<file path="config.mk">
export PLATFORM = sky130hd
export DESIGN_NAME = pipeline_control
export DESIGN_NICKNAME = d
export VERILOG_FILES = /design/src/rtl/pipeline_control_pkg.sv /design/src/rtl/pipeline_control_load_use_detect.sv /design/src/rtl/pipeline_control.sv
export SDC_FILE = /design/constraint.sdc
export NUM_CORES = 1
export LEC_CHECK = 0
export ABC_AREA = 0
export BUFFER_PORTS_ARGS = -buffer_cell sky130_fd_sc_hd__buf_2
export CORE_MARGIN = 1.5
export CORE_UTILIZATION = 47
export DETAILED_ROUTE_END_ITERATION = 16
export PLACE_DENSITY_LB_ADDON = 0.25
export REMOVE_ABC_BUFFERS = 1
export SYNTH_ARGS = -nofsm -noshare
export SYNTH_HDL_FRONTEND = slang
export SYNTH_HIERARCHICAL = 1
export SYNTH_SLANG_ARGS = --single-unit
</file>
<file path="constraint.sdc">
create_clock -name clk -period 4.3 [get_ports clk]
set_input_delay 0.645 -clock clk [delete_from_list [all_inputs] [get_ports clk]]
set_output_delay 0.645 -clock clk [all_outputs]
set_load 0.03 [all_outputs]
</file>
<file path="src/rtl/pipeline_control_pkg.sv">
// pipeline_control_pkg: shared state type and constants for pipeline hazard control
package pipeline_control_pkg;
  typedef enum logic [1:0] {BOOT, RUN, MEMWAIT} ctrlState_t;
  localparam int BOOT_CYCLES = 2;
  localparam logic [7:0] MEM_TIMEOUT = 8'd255;
  localparam logic [2:0] LOAD_NONE = 3'b000;
endpackage

</file>
<file path="src/rtl/pipeline_control_load_use_detect.sv">
// load_use_detect: flags a Decode source that depends on a load still in Execute
module load_use_detect
  import pipeline_control_pkg::*;
(
  input  logic [4:0] rs1D,
  input  logic [4:0] rs2D,
  input  logic       useRs1D,
  input  logic       useRs2D,
  input  logic [4:0] rdE,
  input  logic       regWriteE,
  input  logic [2:0] memLoadE,
  output logic       loadUse
);
  assign loadUse = (memLoadE != LOAD_NONE) && regWriteE && (rdE != 5'd0) &&
                   ((useRs1D && rs1D == rdE) || (useRs2D && rs2D == rdE));
endmodule

</file>
<file path="src/rtl/pipeline_control.sv">
// pipeline_control: stall/flush generation with boot sequencing, memory-wait tracking
// and a sticky data-memory timeout flag.
module pipeline_control
  import pipeline_control_pkg::*;
(
  input  logic        clk,
  input  logic        rst_n,
  input  logic [4:0]  rs1D,
  input  logic [4:0]  rs2D,
  input  logic        use_rs1D,
  input  logic        use_rs2D,
  input  logic [4:0]  rdE,
  input  logic        reg_writeE,
  input  logic [2:0]  mem_loadE,
  input  logic        branch_takenE,
  input  logic        mem_reqM,
  input  logic        mem_readyM,
  output logic        stallF,
  output logic        stallD,
  output logic        stallE,
  output logic        stallM,
  output logic        flushD,
  output logic        flushE,
  output logic        flushW,
  output logic [31:0] stall_cnt,
  output logic        mem_errorM
);
  localparam logic [1:0] BOOT_LAST = 2'(BOOT_CYCLES - 1);
  ctrlState_t state, nextState;
  logic [1:0] bootCnt;
  logic [7:0] waitCnt, waitNext;
  logic memStall, loadUse;
  logic [6:0] ctl;
  load_use_detect uLoadUse (
    .rs1D(rs1D),
    .rs2D(rs2D),
    .useRs1D(use_rs1D),
    .useRs2D(use_rs2D),
    .rdE(rdE),
    .regWriteE(reg_writeE),
    .memLoadE(mem_loadE),
    .loadUse(loadUse)
  );
  assign memStall = mem_reqM & ~mem_readyM;
  assign {stallF, stallD, stallE, stallM, flushD, flushE, flushW} = ctl;
  // Priority chain: memory stall beats branch redirect beats load-use bubble.
  always_comb begin
    ctl = state == BOOT    ? 7'b0000110 :
          memStall         ? 7'b1111001 :
          branch_takenE    ? 7'b0000110 :
          loadUse          ? 7'b1100010 : 7'b0000000;
    nextState = state == BOOT ? (bootCnt == BOOT_LAST ? RUN : BOOT) :
                memStall      ? MEMWAIT : RUN;
    waitNext = state != MEMWAIT    ? 8'd0 :
               waitCnt == MEM_TIMEOUT ? waitCnt : waitCnt + 8'd1;
  end
  always_ff @(posedge clk or negedge rst_n) begin
    if (!rst_n) begin
      state      <= BOOT;
      bootCnt    <= '0;
      waitCnt    <= '0;
      stall_cnt  <= '0;
      mem_errorM <= 1'b0;
    end else begin
      state      <= nextState;
      bootCnt    <= state == BOOT ? bootCnt + 2'd1 : 2'd0;
      waitCnt    <= waitNext;
      mem_errorM <= mem_errorM | (waitNext == MEM_TIMEOUT);
      stall_cnt  <= stall_cnt + 32'(stallF && stall_cnt != '1);
    end
  end
endmodule

</file>
==> results.rst, run 1 <==
.. list-table::
   :header-rows: 1

   * - Metric
     - Value
   * - Most common cell after layout, fill and taps aside
     - sky130_fd_sc_hd__buf_2
   * - Yosys warns
     - 6
   * - Total detailed-routing wirelength
     - 4418 µm
   * - Yosys cell types
     - 35
   * - Average routed wire per standard cell
     - around 13 µm
   * - Count of boundary I/O pins
     - 66
   * - Global route total overflow
     - 0
   * - Utilization of the core after routing
     - 0.5846
   * - Core Footprint
     - 0.004723 mm²
   * - Cell area power density
     - 353.7 mW/mm²
   * - Via count of the first global-routing pass
     - ~1700
   * - Type of element capturing the critical path
     - flop
   * - Number of setup violations in the final report
     - 0
   * - Non-filler instance count after layout
     - between 300 and 400
   * - TritonCTS Sinks
     - 45
   * - Data arrival time of the worst path
     - approximately 3.4 ns
   * - Maximum achievable frequency
     - 313.2 MHz
   * - RD Place Congestion
     - approximately 0.8
   * - Full die area
     - between 0.005 and 0.006 mm²
   * - First DRT Iteration DRCs
     - 123
   * - Total track usage
     - 0.1791
   * - Maximum number of buffers from clock root to sink
     - 2
   * - Worst setup path class
     - input pin to flop
   * - Antenna Violating Nets Remaining
     - 0
   * - Total area of multi-input combinational cells
     - roughly 0.0011 mm²
   * - Detailed-route via count
     - 1824
   * - Die height
     - about 73 µm
   * - Effective utilization at floorplan
     - 0.4853
   * - Number of nets in the final layout
     - between 300 and 400
   * - Register bit total from synthesis
     - 45
   * - CTS Root Buffer Type
     - sky130_fd_sc_hd__clkbuf_8
   * - Largest vdd supply drop
     - 371.9 µV
   * - Number of failing hold endpoints at the final stage
     - 0
   * - Hold/Removal Path Class
     - flop to flop
   * - Cts hold-fix bufs
     - 0
   * - Drc violations
     - 0
   * - Category of the worst setup path launch point
     - input pin
   * - Maximum Capacitance Violations
     - 0
   * - Reported leakage power
     - 1.381 nW
   * - Power consumption
     - 0.9767 mW
   * - Final worst path period need
     - about 3.2 ns
   * - Most frequent cells in the layout
     - sky130_fd_sc_hd__buf_2 (65), sky130_fd_sc_hd__dfrtp_1 (45), sky130_fd_sc_hd__xnor2_1 (28)
   * - Num rows
     - 25
   * - Post-CTS Resized
     - 0
   * - Worst Max-Slew Pin Slew
     - 0.9737 ns
   * - Placed cell count
     - 345
   * - Slew Limit Fails
     - 0
   * - Syn Inst Count
     - 217
   * - Final setup margin
     - between 1 and 1.5 ns
   * - Count of fill cells added during filler insertion
     - 420
   * - Hold depth
     - 1
   * - Required time at the worst-slack endpoint
     - 4.47 ns
   * - Layout overhead on the synthesized area
     - 20.47%
   * - Worst-path fanout max
     - 5
   * - Pre-antenna DRT Iters
     - 4
   * - Mapped Area
     - 0.002292 mm²
   * - Cts bufs inserted
     - 5
   * - Total negative setup slack
     - 0 ns
   * - Width of the die
     - 72.84 µm
   * - Synth Area per Inst
     - 10.56 µm²
   * - Number of diodes
     - 0
   * - Via density
     - 5.182
   * - Footprint of the flip-flops and latches
     - 0.001126 mm²
   * - Post-route clock period utilization
     - 0.7426
   * - Port Buf Inserts
     - 65
   * - Relative max-transition margin
     - 0.3509
   * - Number of cells traversed by the worst register-to-register path
     - 10
   * - Wire length of the first global-routing pass
     - 7424 µm
   * - Worst clock skew
     - 0.006883 ns
   * - Unrepaired setup endpoints after global routing
     - false
   * - Clock edge transition at the registers on the reported setup and hold paths
     - 0.07 ns
   * - Post-synthesis sequential area ratio
     - 0.4913
   * - Insertion delay of the later-clocked pin in the worst-skew pair
     - a little under 0.3 ns
   * - Post-detailed-placement half-perimeter wirelength
     - 3403 µm
   * - Depth of the CTS H-tree
     - 2
   * - Maximum number of pins on one net before global-route repair
     - 46
   * - Fraction of layout instances using a drive strength above 1
     - 0.2667
   * - Setup slack after placement
     - about 0.75 ns
   * - Initial antenna violation count
     - 0
   * - CTS tree
     - yes
   * - Status
     - finished, final reports clean
   * - Post-CTS Setup Repair Bufs
     - 0
[cell usage after synthesis]
| cell | n | area share |
|---|---|---|
| sky130_fd_sc_hd__nor2_1 | 16 | 0.026 |
| sky130_fd_sc_hd__nor2b_1 | 1 | 0.0027 |
| sky130_fd_sc_hd__nor4_1 | 5 | 0.014 |
| sky130_fd_sc_hd__and2b_1 | 1 | 0.0033 |
| sky130_fd_sc_hd__nand2b_1 | 3 | 0.0082 |
| sky130_fd_sc_hd__a31oi_1 | 2 | 0.0055 |
| sky130_fd_sc_hd__nor3_2 | 1 | 0.0044 |
| sky130_fd_sc_hd__a21o_1 | 3 | 0.0098 |
| sky130_fd_sc_hd__nand3_1 | 12 | 0.026 |
| sky130_fd_sc_hd__dfrtp_1 | 45 | 0.49 |
| sky130_fd_sc_hd__o21ai_0 | 5 | 0.011 |
| sky130_fd_sc_hd__mux2i_1 | 1 | 0.0044 |
| sky130_fd_sc_hd__nor3b_1 | 1 | 0.0033 |
| sky130_fd_sc_hd__nand4_1 | 19 | 0.052 |
| sky130_fd_sc_hd__a22o_1 | 1 | 0.0038 |
| sky130_fd_sc_hd__nand2_1 | 12 | 0.020 |
| sky130_fd_sc_hd__nor3_1 | 7 | 0.015 |
| sky130_fd_sc_hd__and3b_1 | 1 | 0.0038 |
| sky130_fd_sc_hd__a21oi_1 | 4 | 0.0087 |
| sky130_fd_sc_hd__and2_1 | 4 | 0.011 |
| sky130_fd_sc_hd__clkbuf_1 | 1 | 0.0016 |
| sky130_fd_sc_hd__and4_1 | 2 | 0.0076 |
| sky130_fd_sc_hd__nand4_2 | 1 | 0.0055 |
| sky130_fd_sc_hd__o211ai_1 | 1 | 0.0033 |
| sky130_fd_sc_hd__nand3_4 | 1 | 0.0076 |
| sky130_fd_sc_hd__o311ai_0 | 1 | 0.0038 |
| sky130_fd_sc_hd__a41o_1 | 1 | 0.0044 |
| sky130_fd_sc_hd__and3_1 | 5 | 0.014 |
| sky130_fd_sc_hd__inv_1 | 7 | 0.011 |
| sky130_fd_sc_hd__ha_1 | 4 | 0.022 |
| sky130_fd_sc_hd__or2_1 | 1 | 0.0027 |
| sky130_fd_sc_hd__xnor2_1 | 28 | 0.11 |
| sky130_fd_sc_hd__nor4_4 | 2 | 0.019 |
| sky130_fd_sc_hd__buf_4 | 3 | 0.0098 |
| sky130_fd_sc_hd__xor2_1 | 15 | 0.057 |
[sequential cells by signal, summed over array words and instances (netlist names)]
name,count
state,2
bootCnt,2
waitCnt,8
stall_cnt,32
mem_errorM,1
[final cells by class]
class | instances | share of cell area
timing repair buffer | 65 | 0.1178
clock buffer | 7 | 0.03126
tap | 67 | 0.03036
multi-input combinational | 161 | 0.4033
inverter | 7 | 0.009515
sequential | 45 | 0.4078
[power breakdown]
part	switching (mW)	total (mW)	leakage [nW]	internal, mW
registers	0.0443	0.507	0.610	0.462
clock network	0.127	0.255	0.0443	0.127
logic	0.142	0.215	0.726	0.0729
[path summary, 6_finish.rpt]
check                              from       endpoint  slack (ns)
hold / removal               bootCnt[0]     bootCnt[0]        0.44
setup / recovery                 rdE[2]  stall_cnt[28]        1.11
max in group asynchronous         rst_n  stall_cnt[18]        3.19
setup reg to reg           stall_cnt[8]  stall_cnt[22]        1.77
hold reg to reg              bootCnt[0]     bootCnt[0]        0.44
min in group asynchronous         rst_n     waitCnt[6]        0.51
[metrics by stage]
step	hold slack (ns)	cell area [µm²]
global route	0.4599	2761
floorplan	0.3494	2266
CTS	0.4417	2761
finish	0.4413	2761
global placement	0.4208	2675
detailed placement	0.4274	2675
[logic make-up after synthesis]
| group | count (synthesis) | synth area share |
|---|---|---|
| buf+inv | 11 | 0.02293 |
| simple gates | 95 | 0.2451 |
| mux | 1 | 0.004367 |
| compound gates | 18 | 0.05022 |
| xor+xnor | 43 | 0.1643 |
| flops | 45 | 0.4913 |
| fa+ha+maj | 4 | 0.02183 |
[worst max-delay path: stages]
cell and delay [ns]:
sky130_fd_sc_hd__buf_2 0.12, sky130_fd_sc_hd__xor2_1 0.15, sky130_fd_sc_hd__nor4_1 0.33, sky130_fd_sc_hd__nand3_1 0.12
sky130_fd_sc_hd__a21oi_1 0.19, sky130_fd_sc_hd__nand2b_1 0.08, sky130_fd_sc_hd__a21oi_1 0.21, sky130_fd_sc_hd__and2_1 0.16
sky130_fd_sc_hd__ha_1 0.16, sky130_fd_sc_hd__ha_1 0.20, sky130_fd_sc_hd__nand4_1 0.19, sky130_fd_sc_hd__nor3_1 0.47
sky130_fd_sc_hd__nand4_1 0.19, sky130_fd_sc_hd__xnor2_1 0.16
[layer usage]
metal / vias to the layer above / global-route usage / part of all wire / wire length [µm]
met3: 5 / 0.04144 / 0.056 / 246
met1: 846 / 0.2438 / 0.49 / 2149
li1: 901 / - / - / -
met2: 72 / 0.2905 / 0.45 / 1978
met5: - / 0 / 0 / 0
met4: 0 / 0.04403 / 0.010 / 44
No activity file was read; power rests on OpenSTA's default activity.
==> inputs of run 2 (changes only) <==
==> constraint.sdc (replaced) <==
create_clock -name clk -period 2.9 [get_ports clk]
set_input_delay 0.435 -clock clk [delete_from_list [all_inputs] [get_ports clk]]
set_output_delay 0.435 -clock clk [all_outputs]
set_load 0.03 [all_outputs]
==> run 2 against run 1 <==
  * Clock skew fell by 0.0042 ns
  * Worst hold slack worse by 0.15 ns
  * Largest power group unchanged
  * Register-to-register slack worse by 1.4 ns
==> results.rst, run 2 (same netlist as run 1, synthesis figures left out) <==
.. list-table::
   :header-rows: 1

   * - Metric
     - Value
   * - Status
     - finished, final reports clean
   * - Largest vdd supply drop
     - 491.6 µV (+32%)
   * - Post-route clock period utilization
     - 0.9392
   * - Register with the most flip-flops
     - stall_cnt
   * - Maximum number of buffers from clock root to sink
     - 2 (unchanged)
   * - Clock edge transition at the registers on the reported setup and hold paths
     - 0.07 ns (about the same)
   * - Final worst path period need
     - between 2 and 3 ns
   * - First DRT Iteration DRCs
     - 130 (+5.7%)
   * - Worst-path fanout max
     - 5 (unchanged)
   * - Total track usage
     - 0.1866 (+0.007570)
   * - Pre-antenna DRT Iters
     - 4 (unchanged)
   * - Cell chain of the critical path
     - buf_2 > xor2_1 > nor4_1 > nand3_1 > a21oi_2 > nand2b_1 > a21oi_2 > and2_1 > ha_1 > ha_1 > nand4_1 > buf_4 > nor3_2 > buf_4 > nand4_1 > xnor2_1
   * - Width of the die
     - 72.84 µm (unchanged)
   * - Buf+Inv Stages, Crit Path
     - 3 (+2)
   * - Power consumption
     - 1.455 mW (+49%)
   * - Maximum number of pins on one net before global-route repair
     - 46 (unchanged)
   * - Post-detailed-placement half-perimeter wirelength
     - 3562 µm (+4.7%)
   * - Global route total overflow
     - 0 (unchanged)
   * - Reported leakage power
     - 1.467 nW (+6.2%)
   * - Most frequent cells in the layout
     - sky130_fd_sc_hd__buf_2 (65), sky130_fd_sc_hd__dfrtp_1 (45), sky130_fd_sc_hd__xnor2_1 (27)
   * - Number of diodes
     - 0 (unchanged)
   * - CTS tree
     - yes
   * - Required time at the worst-slack endpoint
     - 3.08 ns (-1.39 ns)
   * - Count of boundary I/O pins
     - 66 (unchanged)
   * - Num rows
     - 25 (unchanged)
   * - Hold/Removal Path Class
     - input pin to async pin
   * - Depth of the CTS H-tree
     - 2 (unchanged)
   * - Most common cell after layout, fill and taps aside
     - sky130_fd_sc_hd__buf_2
   * - Maximum Capacitance Violations
     - 0 (unchanged)
   * - Total negative setup slack
     - 0 ns (unchanged)
   * - Family with the most delay on the worst path
     - simple AND/OR/NAND/NOR gates
   * - Number of setup violations in the final report
     - 0 (unchanged)
   * - CTS Root Buffer Type
     - sky130_fd_sc_hd__clkbuf_8
   * - Average routed wire per standard cell
     - 12.57 µm (+0.12%)
   * - Core Footprint
     - 0.004723 mm² (unchanged)
   * - Drc violations
     - 0 (unchanged)
   * - Effective utilization at floorplan
     - 0.4853 (unchanged)
   * - Data arrival time of the worst path
     - 2.90 ns (-0.47 ns)
   * - Worst clock skew
     - 0.002660 ns (-0.004223 ns)
   * - Cell area power density
     - 501.7 mW/mm² (+42%)
   * - Die height
     - 72.84 µm (unchanged)
   * - Full die area
     - 0.005305 mm² (unchanged)
   * - Cell with the biggest individual delay on the critical path
     - sky130_fd_sc_hd__nor4_1
   * - Category of the worst setup path launch point
     - input pin
   * - Via count of the first global-routing pass
     - 1731 (+2.1%)
   * - Port Buf Inserts
     - 65 (unchanged)
   * - Insertion delay of the later-clocked pin in the worst-skew pair
     - 0.29 ns (about the same)
   * - Detailed-route via count
     - 1887 (+3.5%)
   * - Via density
     - 5.142 (-0.77%)
   * - Initial antenna violation count
     - 0 (unchanged)
   * - Type of element capturing the critical path
     - flop
   * - Largest regs
     - stall_cnt (32), waitCnt (8)
   * - Max reg flops
     - 32 (unchanged)
   * - Maximum achievable frequency
     - 367.1 MHz
   * - Wire length of the first global-routing pass
     - 7659 µm (+3.2%)
   * - Fraction of layout instances using a drive strength above 1
     - 0.3200 (+0.05333)
   * - Utilization of the core after routing
     - 0.6140 (+0.02940)
   * - Total detailed-routing wirelength
     - 4612 µm (+4.4%)
   * - Cts bufs inserted
     - 5 (unchanged)
   * - Slew Limit Fails
     - 0 (unchanged)
   * - Worst Max-Slew Pin Slew
     - 0.9530 ns (-0.02069 ns)
   * - Relative max-transition margin
     - 0.3646 (+0.01380)
   * - Count of fill cells added during filler insertion
     - 407 (-3.1%)
   * - TritonCTS Sinks
     - 45 (unchanged)
   * - Layout overhead on the synthesized area
     - 26.53%
   * - Number of nets in the final layout
     - 330 (+4.8%)
   * - Highest cell delay on the worst timing path
     - 0.32 ns (-0.15 ns)
   * - Number of failing hold endpoints at the final stage
     - 0 (unchanged)
   * - Worst setup path class
     - input pin to flop
   * - Antenna Violating Nets Remaining
     - 0 (unchanged)
   * - RD Place Congestion
     - 0.7988 (+2.3%)
run 2: changes by cell type in the layout (fill, tap and decap cells not counted), sizes merged:
| cell | change |
|---|---|
| buf | +15 |
run 2: final timing paths:
path,start,to,slack [ns],cells past startpoint
setup / recovery,rdE[3],stall_cnt[28],0.18,16
hold / removal,rst_n,waitCnt[6],0.29,1
setup reg to reg,stall_cnt[21],stall_cnt[22],0.38,12
hold reg to reg,bootCnt[0],bootCnt[0],0.44,1
max in group asynchronous,rst_n,stall_cnt[0],2.02,1
min in group clk,bootCnt[0],bootCnt[0],0.44,1
run 2: report_power, final:
part	internal, mW	leakage (nW)	switching, mW
combinational	0.116	0.813	0.215
clock	0.189	0.0443	0.182
sequential	0.686	0.610	0.0671
run 2: repair_timing:
item                                   CTS  global route
endpoints found under the hold margin    0             0
gates resized for setup                  0             5
buffers inserted                         0             1
setup endpoints to repair                0            15
hold buffers                             0             0
run 2: layer usage:
layer,global-route usage,part of all wire
met3,0.03729,0.052
met1,0.2464,0.47
met5,0,0
met2,0.3048,0.47
met4,0.06918,0.015
run 2: layout make-up:
type	count	area [µm²]	area share
tap	67	83.83	0.02890
sequential	45	1126	0.3883
timing repair buffer	80	437.9	0.1510
inverter	7	26.28	0.009060
multi-input combinational	161	1140	0.3930
clock buffer	7	86.33	0.02977
run 2: metrics by stage:
stage               cell area [µm²]  cells  hold slack [ns]  worst slack [ns]
detailed placement             2780    359           0.4274           -0.1292
global route                   2900    367           0.3923          -0.01324
global placement               2780    359           0.4206          -0.03457
floorplan                      2266    213           0.1394           -0.7821
finish                         2900    367           0.2925            0.1763
CTS                            2867    366           0.3284            0.1725
